$ cat src/rtl/seg7_scan_ctrl.sv
// Time-multiplexed 7-segment scan controller: tear-free frame-boundary commit,
// per-digit enable/dp/blink, leading-zero blanking and PWM brightness.
module seg7_scan_ctrl #(
  parameter int unsigned NDIGITS    = 8,
  parameter int unsigned SCAN_BITS  = 17,
  parameter int unsigned BLINK_LOG2 = 5
) (
  input  logic                   clk,
  input  logic                   reset,
  input  logic                   wr_en,
  input  logic [4*NDIGITS-1:0]   wr_data,
  input  logic [NDIGITS-1:0]     dig_en,
  input  logic [NDIGITS-1:0]     dp_in,
  input  logic [NDIGITS-1:0]     blink_mask,
  input  logic                   lz_en,
  input  logic [3:0]             bright,
  output logic                   upd_pending,
  output logic                   frame_tick,
  output logic [6:0]             a2g,
  output logic                   dp_n,
  output logic [NDIGITS-1:0]     an
);

  localparam int unsigned IdxW = (NDIGITS > 1) ? $clog2(NDIGITS) : 1;
  localparam logic [IdxW-1:0] LastIdx = IdxW'(NDIGITS - 1);

  logic [SCAN_BITS-1:0]  div_cnt_q, div_cnt_d;
  logic [IdxW-1:0]       idx_q, idx_d;
  logic [BLINK_LOG2:0]   blink_cnt_q, blink_cnt_d;
  logic [4*NDIGITS-1:0]  shadow_q, shadow_d;
  logic [4*NDIGITS-1:0]  pend_q, pend_d;
  logic                  pend_vld_q, pend_vld_d;
  logic [NDIGITS-1:0]    an_q, an_d;
  logic [6:0]            a2g_q, a2g_d;
  logic                  dp_n_q, dp_n_d;

  logic                  slot_end, boundary, pwm_on, blank;
  logic [3:0]            cur_digit;
  logic [NDIGITS-1:0]    lz_mask;
  logic                  zero_above;

  function automatic logic [6:0] hex_decode(input logic [3:0] h);
    logic [6:0] seg;
    unique case (h)
      4'h0: seg = 7'b1000000;
      4'h1: seg = 7'b1111001;
      4'h2: seg = 7'b0100100;
      4'h3: seg = 7'b0110000;
      4'h4: seg = 7'b0011001;
      4'h5: seg = 7'b0010010;
      4'h6: seg = 7'b0000010;
      4'h7: seg = 7'b1111000;
      4'h8: seg = 7'b0000000;
      4'h9: seg = 7'b0010000;
      4'hA: seg = 7'b0001000;
      4'hB: seg = 7'b0000011;
      4'hC: seg = 7'b1000110;
      4'hD: seg = 7'b0100001;
      4'hE: seg = 7'b0000110;
      4'hF: seg = 7'b0001110;
      default: seg = 7'h7F;
    endcase
    return seg;
  endfunction

  assign slot_end = &div_cnt_q;
  assign boundary = slot_end && (idx_q == LastIdx);

  always_comb begin
    div_cnt_d   = div_cnt_q + 1'b1;
    idx_d       = idx_q;
    blink_cnt_d = blink_cnt_q;
    if (slot_end) begin
      idx_d = boundary ? '0 : idx_q + 1'b1;
    end
    if (boundary) begin
      blink_cnt_d = blink_cnt_q + 1'b1;
    end
  end

  // A write landing on the boundary cycle bypasses pend and commits directly.
  always_comb begin
    shadow_d   = shadow_q;
    pend_d     = pend_q;
    pend_vld_d = pend_vld_q;
    if (boundary) begin
      if (wr_en) begin
        shadow_d = wr_data;
        pend_d   = wr_data;
      end else if (pend_vld_q) begin
        shadow_d = pend_q;
      end
      pend_vld_d = 1'b0;
    end else if (wr_en) begin
      pend_d     = wr_data;
      pend_vld_d = 1'b1;
    end
  end

  // lz_mask[i] is set when shadow digits i..NDIGITS-1 are all zero.
  always_comb begin
    zero_above = 1'b1;
    lz_mask    = '0;
    for (int i = int'(NDIGITS) - 1; i >= 0; i--) begin
      zero_above = zero_above && (shadow_q[4*i +: 4] == 4'h0);
      lz_mask[i] = zero_above;
    end
  end

  always_comb begin
    cur_digit = shadow_q[4*idx_q +: 4];
    pwm_on    = div_cnt_q[SCAN_BITS-1 -: 4] < bright;
    blank     = !dig_en[idx_q]
             || (blink_mask[idx_q] && blink_cnt_q[BLINK_LOG2])
             || (lz_en && (idx_q != '0) && lz_mask[idx_q]);
    an_d      = '1;
    a2g_d     = 7'h7F;
    dp_n_d    = 1'b1;
    if (pwm_on) begin
      an_d[idx_q] = 1'b0;
      if (!blank) begin
        a2g_d  = hex_decode(cur_digit);
        dp_n_d = ~dp_in[idx_q];
      end
    end
  end

  always_ff @(posedge clk) begin
    if (reset) begin
      div_cnt_q   <= '0;
      idx_q       <= '0;
      blink_cnt_q <= '0;
      shadow_q    <= '0;
      pend_q      <= '0;
      pend_vld_q  <= 1'b0;
      an_q        <= '1;
      a2g_q       <= 7'h7F;
      dp_n_q      <= 1'b1;
    end else begin
      div_cnt_q   <= div_cnt_d;
      idx_q       <= idx_d;
      blink_cnt_q <= blink_cnt_d;
      shadow_q    <= shadow_d;
      pend_q      <= pend_d;
      pend_vld_q  <= pend_vld_d;
      an_q        <= an_d;
      a2g_q       <= a2g_d;
      dp_n_q      <= dp_n_d;
    end
  end

  assign upd_pending = pend_vld_q;
  assign frame_tick  = boundary;
  assign an          = an_q;
  assign a2g         = a2g_q;
  assign dp_n        = dp_n_q;

endmodule

$ cat config.mk
export PLATFORM = sky130hd
export DESIGN_NAME = seg7_scan_ctrl
export DESIGN_NICKNAME = d
export VERILOG_FILES = /design/src/rtl/seg7_scan_ctrl.sv
export SDC_FILE = /design/constraint.sdc
export NUM_CORES = 1
export LEC_CHECK = 0
export ABC_AREA = 1
export CAP_MARGIN = 20
export CORE_ASPECT_RATIO = 1.5
export CORE_UTILIZATION = 53
export CTS_BUF_LIST = sky130_fd_sc_hd__clkbuf_8 sky130_fd_sc_hd__clkbuf_16
export CTS_CLUSTER_DIAMETER = 150
export DETAILED_ROUTE_END_ITERATION = 6
export PLACE_DENSITY = 0.8
export SETUP_SLACK_MARGIN = 0.05
export SLEW_MARGIN = 5
export SYNTH_ARGS = -nofsm -noshare
export SYNTH_HDL_FRONTEND = slang
export SYNTH_SLANG_ARGS = --single-unit
$ cat constraint.sdc
create_clock -name clk -period 3.35 [get_ports clk]
set_input_delay 0.335 -clock clk [delete_from_list [all_inputs] [get_ports clk]]
set_output_delay 0.335 -clock clk [all_outputs]
set_load 0.1 [all_outputs]
# Yosys cells after proc, flatten, opt, wreduce, memory -nomap -nowiden
# Memory sizes are Yosys's and may differ from the RTL's. A register that Yosys moved wholly into a read port is not among the register bits.
# Cells that the tools add are included.
[op_classes]
bitwise_logic = 3
n_reduce_logical = 30
order_cmp = 3
n_addsub = 3
n_eq_ne = 1
n_mux = 13
shifts = 1
[ops]
columns = ["operator", "count"]
rows = [
  ["$mux W32", 2],
  ["$logic_not A4 Y1", 8],
  ["$shiftx A32 B6 Y4", 1],
  ["$add A17 B1 Y17 const B", 1],
  ["$reduce_and A17 Y1", 1],
  ["$bmux W1 S3", 4],
  ["$logic_and A1 B1 Y1", 12],
  ["$not A8 Y8", 1],
  ["$add A6 B1 Y6 const B", 1],
  ["$mux W1", 5],
  ["$lt A3 B4 Y1 const B", 1],
  ["$lt A4 B4 Y1", 1],
  ["$reduce_or A2 Y1", 2],
  ["$add A3 B1 Y3 const B", 1],
  ["$demux W1 S3", 1],
  ["$eq A3 B3 Y1 const B", 1],
  ["$ge A3 B1 Y1 const B", 1],
  ["$mux W3", 1],
  ["$reduce_bool A3 Y1", 1],
  ["$reduce_or A3 Y1", 1],
  ["$logic_or A1 B1 Y1", 2],
  ["$not A1 Y1", 2],
  ["$reduce_and A2 Y1", 1],
  ["$reduce_bool A2 Y1", 1],
  ["$logic_not A1 Y1", 1],
]
[totals]
mem_count = 1
output_inout_bits = 18
mem_bits_ro = 112
reg_bits = 100
[mem_list]
columns = ["memory", "depth", "width", "rd", "rd_ports_with_merged_regs", "write_ports", "line", "rtl"]
rows = [
  ["(no name shown)", 16, 7, 1, 1, 0, "44", "unique case (h)"],
]

# Longest topological paths before layout
# Gate-level depths: netlist (run 1).
[depth]
ltp_word = 13
depth_mapped = 18
depth_no_buf = 15

# Worst setup path before layout (run 1)
# No wires, ideal clock.
[synth_path]
path_kind = "flip-flop to flip-flop"
start = "reg div_cnt_q[0]"
end = "reg blink_cnt_q[5]"
slack_ns = 0.286
t_arrival_ns = 2.936
t_required_ns = 3.222
path_stages_with_launch = 16
n_path_buf = 0
setup_time_ns = 0.128
path_cell_list = "dfxtp_1 > ha_1 > nand2_1 > inv_1 > nand4_1 > nor3_1 > nand4_1 > nor2_1 > ha_1 > nand2_1 > inv_1 > nand2_1 > nor2_1 > nand3_1 > xor2_1 > nor2_1"
[synth_between]
elab_chain_len = 2
[synth_rtl]
columns = ["element", "line", "rtl"]
rows = [
  ["start, declared", "27", "logic [SCAN_BITS-1:0] div_cnt_q, div_cnt_d;"],
  ["start signal, assigned", "140", "div_cnt_q <= div_cnt_d;"],
  ["$reduce_and A17 Y1", "66", "assign slot_end = &div_cnt_q;"],
  ["via slot_end", "37", "logic slot_end, boundary, pwm_on, blank;"],
  ["$logic_and A1 B1 Y1", "67", "assign boundary = slot_end && (idx_q == LastIdx);"],
  ["via frame_tick", "18", "output logic frame_tick,"],
  ["end signal, assigned", "142", "blink_cnt_q <= blink_cnt_d;"],
  ["end, declared", "29", "logic [BLINK_LOG2:0] blink_cnt_q, blink_cnt_d;"],
]
# The timed path passes the listed nets, and every way through them passes these cells.
# A chain may end at the register's enable or synchronous reset.

# Worst setup path after layout (run 1)
[layout_path]
start = "reg div_cnt_q[0]"
end = "out frame_tick"
[layout_between]
elab_chain_len = 2
[layout_rtl]
columns = ["element", "line"]
rows = [
  ["$reduce_and A17 Y1", "66"],
  ["via slot_end", "37"],
  ["$logic_and A1 B1 Y1", "67"],
  ["end, declared", "18"],
]
# The timed path passes the listed nets, and every way through them passes these cells.

==> impl_metrics.csv, run 1 <==
group,metric,value,unit
cells_and_area,num-fill-cells,779,
logic_synthesis,synthArstFlopShare,0,%
logic_synthesis,netlist_instances,660,
sta,fmax,0.3450,GHz
sta,skew,0.007935,ns
clocking,cts_resized,0,
pwr,ir_worst_vdd,0.3685,mV
logic_synthesis,yosysTopAreaCellShare,43.52,%
clocking,path_clk_slew,0.06,ns
outcome,status,"finished clean",
clocking,ctsHoldBuffers,0,
hold_path,hp-class,"flop to flop",
critical_path,r2r-start,"div_cnt_q[0]",
critical_path,setup.worst_path.class,"flop to output port",
hold_path,hold_start,"div_cnt_q[0]",
critical_path,cp_top_family,"simple AND/OR/NAND/NOR gates",
critical_path,endpoint_kind,"output port",
logic_synthesis,synthTopCellsByCount,"176 x nand2_1, 133 x nor2_1, 107 x dfxtp_1",
grt,grt_pass1_wl,17500,µm
sta,setup_ws,0.4512,ns
sta,tns,0,ns
clocking,cts_root_buffer,"clkbuf_16",
logic_synthesis,synth_area_leaders,"dfxtp_1 44%, nand2_1 13%, nor2_1 10%, mux2i_1 6.5%, a211oi_1 5.0%",
logic_synthesis,synth_seq_cells,107,
floorplan,coreArea,0.008934,mm²
logic_synthesis,yosysWarningCount,0,
cells_and_area,nets,806,
logic_synthesis,synth_edf_count,0,
route,drtIter0Drc,219,
place,placedCellCount,826,
place,port_buffers,81,
clocking,clock-sinks,107,
clocking,cts_max_path_buffers,2,
sta,finalCriticalPeriod,2.899,ns
floorplan,fp.dieW,80.69,µm
critical_path,cp_cell_sequence,"ha_1, nand2_1, inv_1, nand4_1, nor3_2, nand4_1, nor2_1, ha_1, nand2_1, inv_1, buf_12",
floorplan,die_height,120.0,µm
sta,grt_setup_unrepaired,"false",
clocking,cts_buffers,9,
logic_synthesis,yosysMostFrequentCell,"nand2_1",
route,remaining_drc_errors,0,
route,dr.pass1.iters,4,
route,via_per_inst,5.200,
route,wire_per_inst,12.44,µm
floorplan,num_io_pins,82,
logic_synthesis,yosysSeqAreaShare,43.52,%
clocking,clock_latency,0.35,ns
cells_and_area,num_antenna_cells,0,
place,dpl-instance-area,0.005748,mm²
place,pre_cts_slack,0.5082,ns
place,hpwl,7602,µm
critical_path,critPathMaxStageDelay,0.35,ns
cells_and_area,utilization,68.00,%
grt,grt_antenna_before_repair,0,
cells_and_area,drive_gt1_share,5.055,%
critical_path,worst-path-max-fanout,5,
pwr,power.density,437.8,mW/mm²
logic_synthesis,synthFlopType,"dfxtp_1",
sta,post-route-period-util,86.53,%
grt,grt_use_total,23.36,%
critical_path,cp_num_buf_inv,3,
route,wirelength,10480,µm
critical_path,required,3.01,ns
place,gp_congestion,0.8935,
logic_synthesis,yosysUniqueCellTypes,35,
sta,setup_violations,0,
sta,hold_violations,0,
floorplan,rows,42,
critical_path,crit_start,"div_cnt_q[0]",
logic_synthesis,synth_area_leader_cell,"dfxtp_1",
flow_run,maxCapViolCount,0,
sta,slew_violations,0,
sta,tightestPinTransition,0.9728,ns
grt,grt_max_degree,78,
grt,grt_pass1_vias,4040,
floorplan,dieArea,0.009685,mm²
logic_synthesis,synth_nets,739,
pwr,p_leak,2.672,nW
cells_and_area,syn_to_final_growth,23.41,%
clocking,htree_levels,3,
route,ant_nets,0,
logic_synthesis,post_synth_instance_area,0.004922,mm²
critical_path,critical_path.startpoint_type,"flop",
route,vias,4378,
floorplan,initial_core_util,55.10,%
grt,grt-ovfl-total,0,
cells_and_area,finalInstanceArea,0.006075,mm²
clocking,cts_setup_buffers,0,
cells_and_area,final_cells,842,
sta,maxSlewHeadroom,34.94,%
logic_synthesis,synth.avg_cell_area,7.458,µm²
critical_path,critPathArrivalTime,2.56,ns
critical_path,slowest_stage,"dfxtp_1",
clocking,cts_tree,"done",
## worst paths after layout
path	end	slack [ns]	depth (start not counted)
min	div_cnt_q[0]	0.45	1
min reg2reg	div_cnt_q[0]	0.45	1
max reg2reg	blink_cnt_q[5]	0.56	15
max	frame_tick	0.45	11
## report_power, final
group | leakage, nW | switching, W | total [W] | internal [W]
clock network | 0.155 | 0.000466 | 0.00111 | 0.000644
logic | 1.65 | 0.000127 | 0.000237 | 0.000110
registers | 0.872 | 0.00000915 | 0.00131 | 0.00130
## layout make-up
| cell class | count | area, µm² | area share (%) |
|---|---|---|---|
| well taps | 110 | 137.6 | 2.266 |
| inverters | 41 | 158.9 | 2.616 |
| multi-input cells | 481 | 2446 | 40.27 |
| clock inverters | 4 | 55.05 | 0.9063 |
| clock buffers | 12 | 266.5 | 4.387 |
| repair buffers | 87 | 868.3 | 14.29 |
| flip-flops and latches | 107 | 2142 | 35.26 |
## logic make-up after synthesis
family                   after synthesis  share of synthesized area, %
AND/OR/NAND/NOR                      352                         28.44
flip-flops                           107                         43.52
AO/OA/AOI/OAI                         79                         10.29
buffers and inverters                 72                         6.889
multiplexers                          32                         6.507
adder cells (fa/ha/maj)               15                         3.813
XOR/XNOR                               3                        0.5339
## per-layer routing
metal | GRT usage, % | vias up | routed length, µm
met5 | 0 | - | 0
met2 | 40.47 | 102 | 5220
li1 | - | 2267 | -
met3 | 4.183 | 30 | 384
met4 | 13.95 | 0 | 410
met1 | 25.91 | 1979 | 4461
## sequential cells by signal (all words and copies together) (netlist names)
signal / cells
pend_q: 32
shadow_q: 32
div_cnt_q: 17
an: 8
a2g: 7
blink_cnt_q: 6
idx_q: 3
dp_n: 1
upd_pending: 1
## layout by cell type, fill, tap and decap left out, types with 2 or more instances in the layout
master,count
a31oi_1,2
nor3_1,7
clkbuf_8,3
ha_1,15
inv_2,2
nand4_1,3
xor2_1,2
inv_6,2
nor2_1,133
buf_4,5
nand2_1,176
a211oi_1,33
a21boi_0,2
o21a_1,2
o21ai_1,7
inv_1,38
nand2_2,4
nand3_1,23
o21ai_0,13
buf_2,2
a21oi_1,17
clkdlybuf4s50_1,78
mux2i_1,32
buf_12,2
dfxtp_1,107
clkbuf_16,9
## worst register-to-register path, delay by kind of cell (launching register included)
family / cells / cell delay [ns]
xor gates and xnor gates: 1 / 0.17
DFF: 1 / 0.35
and+or+nand+nor: 10 / 1.43
adders and majority gates: 2 / 0.40
buffers and inverters: 2 / 0.30
## stage by stage
step / hold slack [ns] / power (W)
global route: 0.4716 / 0.002746
CTS: 0.4557 / 0.002676
global placement: 0.4297 / 0.001573
finish: 0.4495 / 0.002660
detailed placement: 0.4449 / 0.001580
floorplan: 0.4175 / 0.001474
No activity file was read; power rests on OpenSTA's default activity.
==> run 2, diff against run 1 <==
- ABC_AREA: 1 -> default
==> impl_metrics.csv, run 2 <==
group,metric,value,unit
logic_synthesis,synth_area_leaders,"dfxtp_1 45%, mux2i_1 8.2%, nor2_1 7.3%, a211oi_1 5.4%, mux4_2 4.8%",
flow_run,maxCapViolCount,0,
logic_synthesis,synth_nets,557,
cells_and_area,drive_gt1_share,9.403,%
sta,setup_violations,0,
logic_synthesis,yosysMostFrequentCell,"dfxtp_1",
outcome,status,"finished clean",
logic_synthesis,netlist_instances,478,
clocking,cts_tree,"done",
critical_path,crit_cells,7,
pwr,p_leak,2.254,nW
logic_synthesis,yosysUniqueCellTypes,52,
clocking,clock-sinks,107,
grt,grt_use_total,22.35,%
cells_and_area,reg.largest.list,"pend_q (32), shadow_q (32), div_cnt_q (17)",
sta,tightestPinTransition,0.9931,ns
place,port_buffers,81,
critical_path,cp_cell_sequence,"and4_1, nand3_1, nor4_1, ha_1, nand2_1, inv_2, buf_4",
grt,grt_pass1_wl,16480,µm
route,ant_nets,0,
logic_synthesis,yosysSeqAreaShare,45.27,%
grt,grt_max_degree,92,
pwr,p_total,0.002629,W
route,remaining_drc_errors,0,
sta,grt_setup_unrepaired,"false",
critical_path,setup.worst_path.class,"flop to output port",
logic_synthesis,synthArstFlopShare,0,%
logic_synthesis,synth_area_leader_cell,"dfxtp_1",
sta,fmax,0.3551,GHz
route,wire_per_inst,14.95,µm
cells_and_area,num_antenna_cells,0,
place,hpwl,7180,µm
cells_and_area,nets,627,
critical_path,required,3.01,ns
logic_synthesis,synthTopCellsByCount,"107 x dfxtp_1, 92 x nor2_1, 39 x mux2i_1",
floorplan,fp.dieW,79.15,µm
route,drtIter0Drc,123,
route,dr.pass1.iters,4,
logic_synthesis,synthFlopType,"dfxtp_1",
critical_path,critical_path.startpoint_type,"flop",
sta,hold_violations,0,
clocking,ctsHoldBuffers,0,
clocking,cts_resized,0,
sta,tns,0,ns
floorplan,initial_core_util,55.57,%
pwr,ir_worst_vdd,0.3518,mV
route,wirelength,9868,µm
sta,skew,0.007855,ns
cells_and_area,mostFrequentLayoutCells,"107 x dfxtp_1, 91 x nor2_1, 78 x clkdlybuf4s50_1",
critical_path,r2r_cells,9,
critical_path,critPathArrivalTime,2.48,ns
clocking,cts_max_path_buffers,2,
sta,post-route-period-util,84.06,%
cells_and_area,final_cells,660,
route,vias,3698,
grt,grt-ovfl-total,0,
floorplan,die_height,117.7,µm
sta,maxSlewHeadroom,33.59,%
critical_path,critPathMaxStageDelay,0.39,ns
clocking,clock_latency,0.34,ns
logic_synthesis,synth_edf_count,0,
clocking,htree_levels,3,
grt,grt_antenna_before_repair,0,
clocking,path_clk_slew,0.07,ns
hold_path,hp-class,"input port to flop",
hold_path,holdPathStages,3,
critical_path,cp_num_buf_inv,2,
grt,grt_pass1_vias,3619,
cells_and_area,num-fill-cells,685,
logic_synthesis,yosysTopAreaCellShare,45.27,%
sta,finalCriticalPeriod,2.816,ns
floorplan,coreArea,0.008516,mm²
place,gp_congestion,0.8462,
logic_synthesis,post_synth_instance_area,0.004732,mm²
clocking,cts_buffers,9,
critical_path,cp_top_family,"simple AND/OR/NAND/NOR gates",
critical_path,worst-path-max-fanout,7,
route,via_per_inst,5.603,
logic_synthesis,synth_seq_cells,107,
critical_path,slowest_stage,"dfxtp_1",
cells_and_area,syn_to_final_growth,24.25,%
floorplan,rows,41,
pwr,power.density,447.2,mW/mm²
critical_path,endpoint_kind,"output port",
logic_synthesis,yosysWarningCount,0,
cells_and_area,final_common_cell,"dfxtp_1",
sta,slew_violations,0,
logic_synthesis,synth.avg_cell_area,9.900,µm²
clocking,cts_root_buffer,"clkbuf_16",
floorplan,dieArea,0.009318,mm²
place,placedCellCount,644,
clocking,cts_setup_buffers,0,
floorplan,num_io_pins,82,
==> run 2: cell count changes after synthesis, moves of 6 or more <==
cell,change
nor2_1,-41
nand3_1,-8
clkbuf_1,+6
buf_2,-7
mux4_2,+10
nor4_1,+9
mux2i_1,+7
inv_1,-29
xor2_1,+7
a21oi_1,-7
o21ai_0,-10
nand2_1,-152
==> run 2: layout make-up <==
class	instances	area [µm²]	share of cell area [%]
multi-input cells	330	2389	40.63
flip-flops and latches	107	2142	36.43
repair buffers	86	835.8	14.22
clock buffers	11	252.7	4.299
well taps	107	133.9	2.277
inverters	14	66.31	1.128
clock inverters	5	60.06	1.021
==> run 2: worst paths after layout <==
path | startpoint | endpoint | slack [ns]
min | wr_en | upd_pending | 0.36
min reg2reg | div_cnt_q[0] | div_cnt_q[0] | 0.44
max | div_cnt_q[2] | frame_tick | 0.53
max reg2reg | div_cnt_q[2] | shadow_q[20] | 0.63
==> run 2: cells by family after synthesis <==
family | after synthesis | synth area share, %
flip-flops | 107 | 45.27
adder cells (fa/ha/maj) | 15 | 3.966
XOR/XNOR | 15 | 2.776
AO/OA/AOI/OAI | 70 | 11.63
buffers and inverters | 41 | 4.415
multiplexers | 56 | 15.39
AND/OR/NAND/NOR | 174 | 16.55
==> run 2: report_power, final <==
part	switching, W	internal (W)	total (W)
combinational	0.000123	0.000111	0.000234
clock	0.000459	0.000623	0.00108
sequential	0.00000952	0.00130	0.00131
total	0.000592	0.00204	0.00263
==> run 2: metal layers <==
metal / wire length [µm] / global-route usage, %
met1: 4099 / 25.56
met2: 5076 / 39.28
met3: 441 / 3.643
met4: 251 / 11.02
met5: 0 / 0
==> run 2: worst reg2reg max path, stage by stage (launching register included) <==
cell and delay (ns):
dfxtp_1 0.39, and4_1 0.27, nand3_1 0.20, nor4_1 0.35
ha_1 0.28, nand2_1 0.16, nor2_4 0.13, buf_4 0.47
nor2_1 0.12, a211oi_1 0.24
==> run 2: stage by stage <==
stage	area [µm²]	utilization (%)	setup slack (ns)	hold WS (ns)
5_1_grt	5879	69.04	0.3462	0.3977
3_3_place_gp	5567	65.37	0.7669	0.4210
4_1_cts	5879	69.04	0.5114	0.3695
2_1_floorplan	4732	-	0.7594	0.4129
3_5_place_dp	5567	65.37	0.6590	0.4357
6_report	5879	69.04	0.5340	0.3647
